`src/rtl/buzzer_pkg.sv`:
```
// Shared types for the buzzer arbiter: note codes, C5..B6 pitch table, event patterns
// and the sequencer state encoding.
package buzzer_pkg;

  typedef logic [4:0] note_t;

  localparam note_t NOTE_END  = 5'd30;
  localparam note_t NOTE_REST = 5'd31;

  localparam note_t NOTE_C5 = 5'd0;
  localparam note_t NOTE_A5 = 5'd9;
  localparam note_t NOTE_C6 = 5'd12;
  localparam note_t NOTE_D6 = 5'd14;
  localparam note_t NOTE_E6 = 5'd16;
  localparam note_t NOTE_G6 = 5'd19;
  localparam note_t NOTE_A6 = 5'd21;

  typedef enum logic [2:0] {StIdle, StLoad, StPlay, StGap, StDone} state_e;

  // Half period in 1 MHz clock cycles; codes 0..23 are C5..B6 in semitones.
  function automatic logic [9:0] half_period(input note_t code);
    logic [9:0] hp;
    case (code)
      5'd0:    hp = 10'd956;
      5'd1:    hp = 10'd902;
      5'd2:    hp = 10'd851;
      5'd3:    hp = 10'd804;
      5'd4:    hp = 10'd758;
      5'd5:    hp = 10'd716;
      5'd6:    hp = 10'd676;
      5'd7:    hp = 10'd638;
      5'd8:    hp = 10'd602;
      5'd9:    hp = 10'd568;
      5'd10:   hp = 10'd536;
      5'd11:   hp = 10'd506;
      5'd12:   hp = 10'd478;
      5'd13:   hp = 10'd451;
      5'd14:   hp = 10'd426;
      5'd15:   hp = 10'd402;
      5'd16:   hp = 10'd379;
      5'd17:   hp = 10'd358;
      5'd18:   hp = 10'd338;
      5'd19:   hp = 10'd319;
      5'd20:   hp = 10'd301;
      5'd21:   hp = 10'd284;
      5'd22:   hp = 10'd268;
      5'd23:   hp = 10'd253;
      default: hp = 10'd0;
    endcase
    return hp;
  endfunction

  function automatic note_t pattern_note(input logic [1:0] id, input int unsigned idx);
    note_t n;
    n = NOTE_END;
    case (id)
      2'd0: begin // game over
        case (idx)
          0: n = NOTE_A6;
          1: n = NOTE_E6;
          2: n = NOTE_D6;
          3: n = NOTE_C6;
          4: n = NOTE_A5;
          5: n = NOTE_C6;
          6: n = NOTE_D6;
          7: n = NOTE_E6;
          default: n = NOTE_END;
        endcase
      end
      2'd1: begin // invalid move
        case (idx)
          0: n = NOTE_C5;
          1: n = NOTE_REST;
          2: n = NOTE_C5;
          default: n = NOTE_END;
        endcase
      end
      2'd2: begin // capture
        case (idx)
          0: n = NOTE_C6;
          1: n = NOTE_E6;
          2: n = NOTE_G6;
          default: n = NOTE_END;
        endcase
      end
      default: begin // stone placed
        case (idx)
          0: n = NOTE_C6;
          default: n = NOTE_END;
        endcase
      end
    endcase
    return n;
  endfunction

endpackage

```
`src/rtl/buzzer_tone_gen.sv`:
```
// Square-wave generator: output toggles each time the 10-bit counter reaches half_period.
// load restarts the wave low; mute holds it low and the counter at zero.
module buzzer_tone_gen (
  input  logic       clk,
  input  logic       rst,
  input  logic       load,
  input  logic       mute,
  input  logic [9:0] half_period,
  output logic       wave
);

  logic [9:0] cnt_d, cnt_q;
  logic       wave_d, wave_q;

  always_comb begin
    cnt_d  = cnt_q + 10'd1;
    wave_d = wave_q;
    if (load || mute) begin
      cnt_d  = '0;
      wave_d = 1'b0;
    end else if (cnt_q == half_period) begin
      cnt_d  = '0;
      wave_d = ~wave_q;
    end
  end

  always_ff @(posedge clk) begin
    if (rst) begin
      cnt_q  <= '0;
      wave_q <= 1'b0;
    end else begin
      cnt_q  <= cnt_d;
      wave_q <= wave_d;
    end
  end

  assign wave = wave_q;

endmodule

```
`src/rtl/buzzer_arbiter.sv`:
```
// Fixed-priority arbiter sharing one piezo buzzer between sound-event requesters.
// Define BUZZER_PREEMPT_EN to let a higher-priority request abort the playing pattern.
module buzzer_arbiter
  import buzzer_pkg::*;
#(
  parameter int unsigned NUM_REQ     = 4,
  parameter int unsigned STEP_CYCLES = 5000,
  parameter int unsigned NOTE_STEPS  = 25,
  parameter int unsigned GAP_STEPS   = 1,
  parameter int unsigned PAT_LEN     = 8
) (
  input  logic               clk,
  input  logic               rst,
  input  logic               en,
  input  logic [NUM_REQ-1:0] req,
  output logic               busy,
  output logic [1:0]         grant_id,
  output logic               done,
  output logic               buzzer_out
);

  localparam int unsigned PrescW = (STEP_CYCLES > 1) ? $clog2(STEP_CYCLES) : 1;
  localparam int unsigned StepW  = $clog2(NOTE_STEPS + GAP_STEPS + 1);
  localparam int unsigned IdxW   = $clog2(PAT_LEN) + 1;

  state_e             state_d, state_q;
  logic [NUM_REQ-1:0] pending_d, pending_q;
  logic [1:0]         grant_id_d, grant_id_q;
  logic [IdxW-1:0]    note_idx_d, note_idx_q;
  note_t              code_d, code_q;
  logic [9:0]         half_d, half_q;
  logic [PrescW-1:0]  presc_d, presc_q;
  logic [StepW-1:0]   step_d, step_q;
  logic               busy_d, busy_q;
  logic               done_d, done_q;
  logic [1:0]         sel;
  logic               step_tick;
  logic               tone_load;
  logic               mute;
  note_t              cur_code;
`ifdef BUZZER_PREEMPT_EN
  logic               hi_pending;
`endif

  always_comb begin
    state_d    = state_q;
    pending_d  = pending_q;
    grant_id_d = grant_id_q;
    note_idx_d = note_idx_q;
    code_d     = code_q;
    half_d     = half_q;
    presc_d    = '0;
    step_d     = step_q;
    step_tick  = (presc_q == PrescW'(STEP_CYCLES - 1));
    cur_code   = pattern_note(grant_id_q, 32'(note_idx_q));

    sel = '0;
    for (int i = NUM_REQ - 1; i >= 0; i--) begin
      if (pending_q[i]) sel = 2'(i);
    end
`ifdef BUZZER_PREEMPT_EN
    hi_pending = 1'b0;
    for (int i = 0; i < NUM_REQ; i++) begin
      if (pending_q[i] && (2'(i) < grant_id_q)) hi_pending = 1'b1;
    end
`endif

    unique case (state_q)
      StIdle: begin
        if (en && (pending_q != '0)) begin
          grant_id_d     = sel;
          pending_d[sel] = 1'b0;
          note_idx_d     = '0;
          state_d        = StLoad;
        end
      end
      StLoad: begin
        step_d = '0;
        if ((cur_code == NOTE_END) || (note_idx_q == IdxW'(PAT_LEN))) begin
          state_d = StDone;
        end else begin
          code_d  = cur_code;
          half_d  = half_period(cur_code);
          state_d = StPlay;
        end
      end
      StPlay: begin
        presc_d = step_tick ? '0 : presc_q + 1'b1;
        if (step_tick) begin
          if (step_q == StepW'(NOTE_STEPS - 1)) begin
            step_d  = '0;
            state_d = StGap;
          end else begin
            step_d = step_q + 1'b1;
          end
        end
      end
      StGap: begin
        presc_d = step_tick ? '0 : presc_q + 1'b1;
        if (step_tick) begin
          if (step_q == StepW'(GAP_STEPS - 1)) begin
            step_d     = '0;
            note_idx_d = note_idx_q + 1'b1;
            state_d    = StLoad;
          end else begin
            step_d = step_q + 1'b1;
          end
        end
      end
      StDone:  state_d = StIdle;
      default: state_d = StIdle;
    endcase

`ifdef BUZZER_PREEMPT_EN
    // Aborted requester is deliberately not re-queued.
    if (((state_q == StPlay) || (state_q == StGap)) && step_tick && hi_pending) begin
      state_d = StIdle;
    end
`endif

    // A request in the grant cycle wins over the clear, re-queueing that requester.
    pending_d = pending_d | req;

    if (!en) begin
      state_d   = StIdle;
      pending_d = '0;
    end

    busy_d    = (state_d != StIdle);
    done_d    = (state_d == StDone);
    tone_load = (state_q == StLoad);
    mute      = (state_d != StPlay) || (code_q == NOTE_REST);
  end

  always_ff @(posedge clk) begin
    if (rst) begin
      state_q    <= StIdle;
      pending_q  <= '0;
      grant_id_q <= '0;
      note_idx_q <= '0;
      code_q     <= '0;
      half_q     <= '0;
      presc_q    <= '0;
      step_q     <= '0;
      busy_q     <= 1'b0;
      done_q     <= 1'b0;
    end else begin
      state_q    <= state_d;
      pending_q  <= pending_d;
      grant_id_q <= grant_id_d;
      note_idx_q <= note_idx_d;
      code_q     <= code_d;
      half_q     <= half_d;
      presc_q    <= presc_d;
      step_q     <= step_d;
      busy_q     <= busy_d;
      done_q     <= done_d;
    end
  end

  buzzer_tone_gen u_tone (
    .clk         (clk),
    .rst         (rst),
    .load        (tone_load),
    .mute        (mute),
    .half_period (half_q),
    .wave        (buzzer_out)
  );

  assign busy     = busy_q;
  assign grant_id = grant_id_q;
  assign done     = done_q;

endmodule

```
`config.mk`:
```
export PLATFORM = sky130hd
export DESIGN_NAME = buzzer_arbiter
export DESIGN_NICKNAME = d
export VERILOG_FILES = /design/src/rtl/buzzer_pkg.sv /design/src/rtl/buzzer_tone_gen.sv /design/src/rtl/buzzer_arbiter.sv
export SDC_FILE = /design/constraint.sdc
export NUM_CORES = 1
export LEC_CHECK = 0
export BUFFER_PORTS_ARGS = -buffer_cell sky130_fd_sc_hd__buf_2
export CAP_MARGIN = 5
export CELL_PAD_IN_SITES_DETAIL_PLACEMENT = 1
export CELL_PAD_IN_SITES_GLOBAL_PLACEMENT = 1
export CORE_MARGIN = 2
export CORE_UTILIZATION = 40
export CTS_BUF_LIST = sky130_fd_sc_hd__clkbuf_4 sky130_fd_sc_hd__clkbuf_8
export DETAILED_ROUTE_END_ITERATION = 8
export GPL_TIMING_DRIVEN = 0
export PLACE_DENSITY = 0.81
export SYNTH_ARGS = -nofsm -noshare
export SYNTH_HDL_FRONTEND = slang
export SYNTH_HIERARCHICAL = 1
export SYNTH_SLANG_ARGS = --single-unit
```
`constraint.sdc`:
```
create_clock -name clk -period 3.05 [get_ports clk]
set_input_delay 0.305 -clock clk [delete_from_list [all_inputs] [get_ports clk]]
set_output_delay 0.305 -clock clk [all_outputs]
set_load 0.02 [all_outputs]
```
### Yosys cells after proc, flatten, opt, wreduce, memory -nomap -nowiden

Memory sizes are Yosys's and may differ from the RTL's. A register that Yosys moved wholly into a read port is not among the register bits.
Index checks and enable logic that the tools add are counted.

| word-level totals | value |
|---|---|
| memory bits (read-only) | 360 |
| output and inout bits | 5 |
| register bits | 49 |
| memories | 2 |

Memories:

| memory | words | width | rd ports | clocked after Yosys merged registers in | write ports | RTL line | RTL |
|---|---|---|---|---|---|---|---|
| (no name shown) | 32 | 10 | 1 | 1 | 0 | buzzer_pkg.sv:23 | `case (code)` |
| (no name shown) | 8 | 5 | 1 | 1 | 0 | buzzer_pkg.sv:58 | `case (idx)` |

| cells by class | value |
|---|---|
| bitwise gates (word level) | 7 |
| mux-type cells | 32 |
| eq/ne operators | 19 |
| reductions and logical operators | 23 |
| add/sub/neg operators | 4 |
| $lt $le $gt $ge | 2 |

Operators with widths:

| kind | number |
|---|---|
| one-hot mux 5 bit (3 select lines) | 3 |
| two-way mux 5 bit | 6 |
| two-way mux 3 bit | 9 |
| two-way mux 4 bit | 5 |
| equality test 5 bit, second input constant | 3 |
| adder 13 x 1 -> 13 bit, second input constant | 1 |
| equality test 13 bit, second input constant | 1 |
| one-hot mux 3 bit (4 select lines) | 1 |
| adder 10 x 1 -> 10 bit, second input constant | 1 |
| equality test 10 bit | 1 |
| one-hot mux 5 bit (2 select lines) | 1 |
| two-way mux 2 bit | 4 |
| != test 2 bit, second input constant | 4 |
| one-hot mux 4 bit (2 select lines) | 1 |
| OR reduction 2 bit | 4 |
| equality test 3 x 2 -> 1 bit, second input constant | 2 |
| nonzero test 3 bit | 2 |
| OR reduction 3 bit | 2 |
| adder 5 x 1 -> 5 bit, second input constant | 1 |
| logical NOT 5 bit | 1 |
| adder 4 x 1 -> 4 bit, second input constant | 1 |
| bitwise AND 4 bit | 1 |
| equality test 4 x 1 -> 1 bit, second input constant | 1 |
| equality test 4 x 2 -> 1 bit, second input constant | 1 |
| 23 further kinds | 30 |

### Depth between registers and ports, before layout

| logic depth | value |
|---|---|
| depth in word-level cells | 13 |
| mapped depth | 14 |

### Cells and area by module

Netlist, hierarchy kept.

By module, submodules not included:

| module | cells each | area an instance (um^2) | instances | seq. area each (um^2) |
|---|---|---|---|---|
| buzzer_arbiter | 361 | 3006.6 | 1 | 1061.0 |
| buzzer_tone_gen | 64 | 635.6 | 1 | 220.2 |

### Worst setup path before layout

Ideal clock, no wire load.

| timing | value |
|---|---|
| path kind | register -> register |
| from | register grant_id_q[1] (netlist: grant_id[1]) |
| to | register u_tone.cnt_q[2] |
| setup time | 0.065 ns |
| slack | -0.166 ns |
| path buffers | 3 |
| data arrival time | 3.151 ns |
| stages on the path, launching flop included | 15 |
| period minus slack after synthesis | 3.216 ns |
| path through | dfxtp_1 > clkbuf_1 > clkbuf_1 > nor2b_1 > o21ai_0 > o32ai_1 > inv_1 > ha_1 > inv_1 > o41a_1 > buf_2 > o2111ai_1 > nor3_1 > o31ai_4 > nor2_1 |

| between the ends | value |
|---|---|
| longest elaborated chain between the ends | 11 |
| elaborated cells between the ends (all ways) | 13 |
| those cells by class | 4 x eq/ne; 4 x mux; 5 x reduce/logical |

Ends and longest elaborated chain:

| what | RTL line | RTL |
|---|---|---|
| start: declaration | buzzer_arbiter.sv:28 | `logic [1:0] grant_id_d, grant_id_q;` |
| start signal: assignment | buzzer_arbiter.sv:150 | `grant_id_q <= grant_id_d;` |
| equality test 2 bit, or another cell as far along | buzzer_pkg.sv:56 | `case (id)` |
| one-hot mux 5 bit (3 select lines) * | buzzer_pkg.sv:56 |  |
| named net cur_code[1] | buzzer_arbiter.sv:40 | `note_t cur_code;` |
| equality test 5 bit * | buzzer_arbiter.sv:79 | `if ((cur_code == NOTE_END) \|\| (note_idx_q == IdxW'(PAT_LEN))) begin` |
| logical OR 1 bit * | buzzer_arbiter.sv:79 |  |
| two-way mux 3 bit * | buzzer_arbiter.sv:79 |  |
| one-hot mux 3 bit (4 select lines) * | buzzer_arbiter.sv:68 | `unique case (state_q)` |
| two-way mux 3 bit * | buzzer_arbiter.sv:124 | `if (!en) begin` |
| != test 3 x 2 -> 1 bit * | buzzer_arbiter.sv:132 | `mute = (state_d != StPlay) \|\| (code_q == NOTE_REST);` |
| logical OR 1 bit * | buzzer_arbiter.sv:132 |  |
| named net mute | buzzer_arbiter.sv:39 | `logic mute;` |
| logical OR 1 bit * | buzzer_tone_gen.sv:18 | `if (load \|\| mute) begin` |
| OR reduction 3 bit (no source line) * | - |  |
| end signal: assignment | buzzer_tone_gen.sv:32 | `cnt_q <= cnt_d;` |
| end: declaration | buzzer_tone_gen.sv:12 | `logic [9:0] cnt_d, cnt_q;` |

Mark *: on every way through the listed nets, which the timed path passes. The rest lies on a longest branch.
A chain may end at the register's enable or synchronous reset.

### Worst setup path in the final report

| timing | value |
|---|---|
| from | register note_idx_q[3] |
| to | register u_tone.cnt_q[2] |

| between the ends | value |
|---|---|
| longest elaborated chain between the ends | 13 |
| elaborated cells between the ends (all ways) | 19 |
| those cells by class | 5 x eq/ne; 8 x mux; 6 x reduce/logical |

Ends and longest elaborated chain:

| what | RTL line | RTL |
|---|---|---|
| start: declaration | buzzer_arbiter.sv:29 | `logic [IdxW-1:0] note_idx_d, note_idx_q;` |
| start signal: assignment | buzzer_arbiter.sv:151 | `note_idx_q <= note_idx_d;` |
| equality test 4 x 2 -> 1 bit / logical NOT 4 bit (equally long branches) | buzzer_pkg.sv:71, buzzer_pkg.sv:79, buzzer_pkg.sv:87 |  |
| OR reduction 2 bit (no source line) | - |  |
| one-hot mux 5 bit (2 select lines) | buzzer_pkg.sv:71 | `case (idx)` |
| one-hot mux 5 bit (3 select lines) | buzzer_pkg.sv:56 |  |
| equality test 5 bit | buzzer_arbiter.sv:79 |  |
| logical OR 1 bit * | buzzer_arbiter.sv:79 |  |
| two-way mux 3 bit * | buzzer_arbiter.sv:79 |  |
| one-hot mux 3 bit (4 select lines) * | buzzer_arbiter.sv:68 |  |
| two-way mux 3 bit * | buzzer_arbiter.sv:124 |  |
| != test 3 x 2 -> 1 bit * | buzzer_arbiter.sv:132 |  |
| logical OR 1 bit * | buzzer_arbiter.sv:132 |  |
| named net mute | buzzer_arbiter.sv:39 |  |
| logical OR 1 bit * | buzzer_tone_gen.sv:18 |  |
| OR reduction 3 bit (no source line) * | - |  |

Marks and branches as above.

==> impl_metrics.csv <==
group,metric,value,unit
global_routing,grt_pass1_vias,3420,
power_and_ir_drop,leakage,1.53,nW
power_and_ir_drop,p_total,1.98,mW
synth,synth_edf_count,0,
place,dp_hpwl,6930,um
critical_path,cp.arrival,3.23,ns
detailed_routing,drc,0,
timing,hold_viol_final,0,
die,die_h,99.4,um
power_and_ir_drop,irDropWorstVdd,251,uV
global_routing,antenna_found_initial,0,
final_layout,fillers,1022,
critical_path,ff2ff_setup_slack,0.11,ns
synth,synth-compound-area-share,16.2,%
timing,post-route-period-util,96.5,%
synth,ys_seq_area_share,35.2,%
synth,yosys.area_share.simple,23.6,%
critical_path,cp_max_fo,10,
die,rows,34,
power_and_ir_drop,p_seq_share,43.4,%
clocking,clkLatencyLatePin,0.35,ns
detailed_routing,totalWireLength,10000,um
die,io_pins,12,
detailed_routing,antenna_left,0,
final_layout,nets,474,
detailed_routing,via_count,3173,
detailed_routing,routedWlPerCell,17.8,um
synth,synth_area_leaders,"dfxtp_1 35%, nor2_1 6.9%, ha_1 6.5%",
timing,final-setup-viol-count,0,
global_routing,grt_max_degree,12,
critical_path,worstSetupEndpointType,"flop",
global_routing,grt_overflow,0,
synth,yosys.area.top_type_share,35.2,%
timing,fin_skew,0.0113,ns
timing,worst_pin_slew,0.759,ns
clocking,cts-hold-fix-buffers,0,
final_layout,finalInstanceArea,4240,um2
synth,synth_fa_ha_area_share,6.53,%
die,die-area,9890,um2
critical_path,worstReg2RegEnd,"u_tone/cnt_q[2]",
critical_path,r2r_cells,11,
synth,ys_top_cells_by_count,"67 x nor2_1, 64 x dfxtp_1, 24 x xnor2_1",
critical_path,start_kind,"flop",
synth,synth-main-ff-cell,"dfxtp_1",
min_path,min_delay_worst_endpoint,"pending_q[2]",
timing,fin_setup_tns,0,ns
clocking,clkSinkCount,64,
place,dpl_worst_slack,-0.734,ns
power_and_ir_drop,p_int,1.42,mW
die,die_x,99.4,um
min_path,hp-class,"input pin to flop",
clocking,clk_path_buf_depth,2,
critical_path,critPathRequiredTime,3.33,ns
final_layout,fin_util,48.4,%
timing,fmax,340,MHz
power_and_ir_drop,power_switching_share,28.5,%
synth,synth_top_family_by_area,"simple AND/OR/NAND/NOR gates",
clocking,clk_pin_slew,0.07,ns
timing,fin_ws,0.107,ns
die,fp.coreArea,8760,um2
synth,synthXorXnorAreaFrac,10.0,%
synth,yosysTopAreaCell,"dfxtp_1",
power_and_ir_drop,switching_power,0.566,mW
synth,postSynthAreaPerCell,8.57,um2
clocking,cts_tree,"yes",
synth,netlist_area,3640,um2
timing,maxSlewHeadroom,48.8,%
final_layout,finalNonFillerCells,561,
critical_path,r2r_start,"note_idx_q[3]",
synth,synth_cell_types,69,
power_and_ir_drop,p_comb_share,17.6,%
synth,async_flop_share,0,%
die,start_util,41.6,%
timing,min_period,2.94,ns
timing,hold-worst-slack,0.171,ns
detailed_routing,viasPerCell,5.66,
final_layout,multiInputGateArea,2310,um2
synth,ys_warn_count,6,
detailed_routing,firstDrtPassIters,4,
min_path,hold_path_depth,3,
global_routing,grt_usage,21.4,%
global_routing,grt_pass1_wl,17000,um
place,place_congestion,0.850,
place,numPlacedInstances,544,
place,dpl-instance-area,3840,um2
timing,slew_viol_final,0,
flow_run,cap_viol_max_count,0,
final_layout,antenna_cells,0,
final_layout,drive_gt1_share,19.4,%
synth,synth.most_common_cell,"nor2_1",
clocking,root_buffer,"clkbuf_8",
critical_path,worstSetupPathType,"flop to flop",
place,port-buffer-count,11,
detailed_routing,drt_iter0_drc,147,
synth,synth_seq_cells,64,
min_path,min-delay-start,"req[2]",
clocking,cts_buffers,9,
clocking,htree_levels,3,
status,status,"finished clean",
power_and_ir_drop,clkPwrFrac,39.0,%
final_layout,areaGrowthSynthToFinish,16.5,%
final_layout,seqCellArea,1290,um2
power_and_ir_drop,power.density,467,nW/um2
synth,synth_nets,451,
synth,synthMuxAreaShare,2.71,%
synth,syn_inst,425,
[state kept, by name, summed over array words and instances, names as in the netlist, named ones only]
name	cells
busy	1
code_q	5
done	1
grant_id	2
half_q	10
note_idx_q	4
pending_q	4
presc_q	13
state_q	3
step_q	5
u_tone/cnt_q	10
u_tone/wave	1
[cells by family (layout without fill, tap and decap cells)]
| family | Yosys count | in the layout |
|---|---|---|
| buffers and inverters | 48 | 75 |
| AO/OA/AOI/OAI | 78 | 79 |
| flip-flops | 64 | 64 |
| multiplexers | 9 | 9 |
| AND/OR/NAND/NOR | 170 | 170 |
| XOR/XNOR | 37 | 37 |
| adder cells (fa/ha/maj) | 19 | 19 |
[critical path: stages (launching register included)]
cell and delay [ns]:
dfxtp_2 0.39, or4b_4 0.55, or3_4 0.37, and2_1 0.18, buf_4 0.18, a41o_1 0.28
a31oi_4 0.18, o2111ai_2 0.17, nor3_4 0.22, buf_6 0.15, o31ai_4 0.10, nor2_1 0.12
[cells in the final DEF, fill, tap and decap left out, types with 8 or more instances in the layout]
master | Yosys | routed
ha_1 | 19 | 16
nand2_1 | 23 | 23
buf_2 | 10 | 17
nor3_1 | 12 | 11
clkbuf_8 | 0 | 11
nand3_1 | 17 | 17
dfxtp_1 | 64 | 58
o21ai_0 | 11 | 10
nor2_1 | 67 | 67
inv_1 | 22 | 21
a21oi_1 | 16 | 15
clkbuf_1 | 14 | 8
xnor2_1 | 24 | 24
xor2_1 | 9 | 9
[per-layer routing]
| metal | global-route usage, % | part of all wire (%) |
|---|---|---|
| met4 | 6.95 | 2.2 |
| met2 | 38.4 | 52 |
| met3 | 4.08 | 2.7 |
| met5 | 0 | 0 |
| met1 | 25.8 | 43 |
[repair_timing]
action	4_1_cts	5_1_grt
gates resized for setup	21	20
pin swaps	5	8
gates cloned	1	0
buffers inserted	1	4
setup endpoints to repair	27	21
[power groups by stage]
stage               combinational [mW]  sequential, mW  clock (mW)
floorplan                        0.220           0.876           0
global placement                 0.290           0.876           0
detailed placement               0.299           0.876           0
CTS                              0.321           0.860       0.792
global route                     0.378           0.863       0.826
finish                           0.349           0.861       0.773
[how the worst max path moves through the flow]
stage                              from         endpoint  slack, ns  depth (start not counted)
after floorplan             grant_id[1]  u_tone/cnt_q[2]      0.003                         14
after global placement    note_idx_q[1]  u_tone/cnt_q[8]      -0.64                         14
after detailed placement  note_idx_q[1]  u_tone/cnt_q[4]      -0.73                         14
after CTS                 note_idx_q[3]  u_tone/cnt_q[4]     0.0007                         10
after global routing      note_idx_q[3]  u_tone/cnt_q[4]      -0.03                         11
final                     note_idx_q[3]  u_tone/cnt_q[2]       0.11                         11
[cell type report]
type,instances,area share (%)
Multi-Input combinational cell,314,54.4
Sequential cell,64,30.4
Clock buffer,12,3.75
Tap cell,108,3.18
Buffer,21,2.86
Timing Repair Buffer,16,2.27
Inverter,22,1.95
Clock inverter,4,1.24
Note: power is estimated with default switching activity, not from simulation.
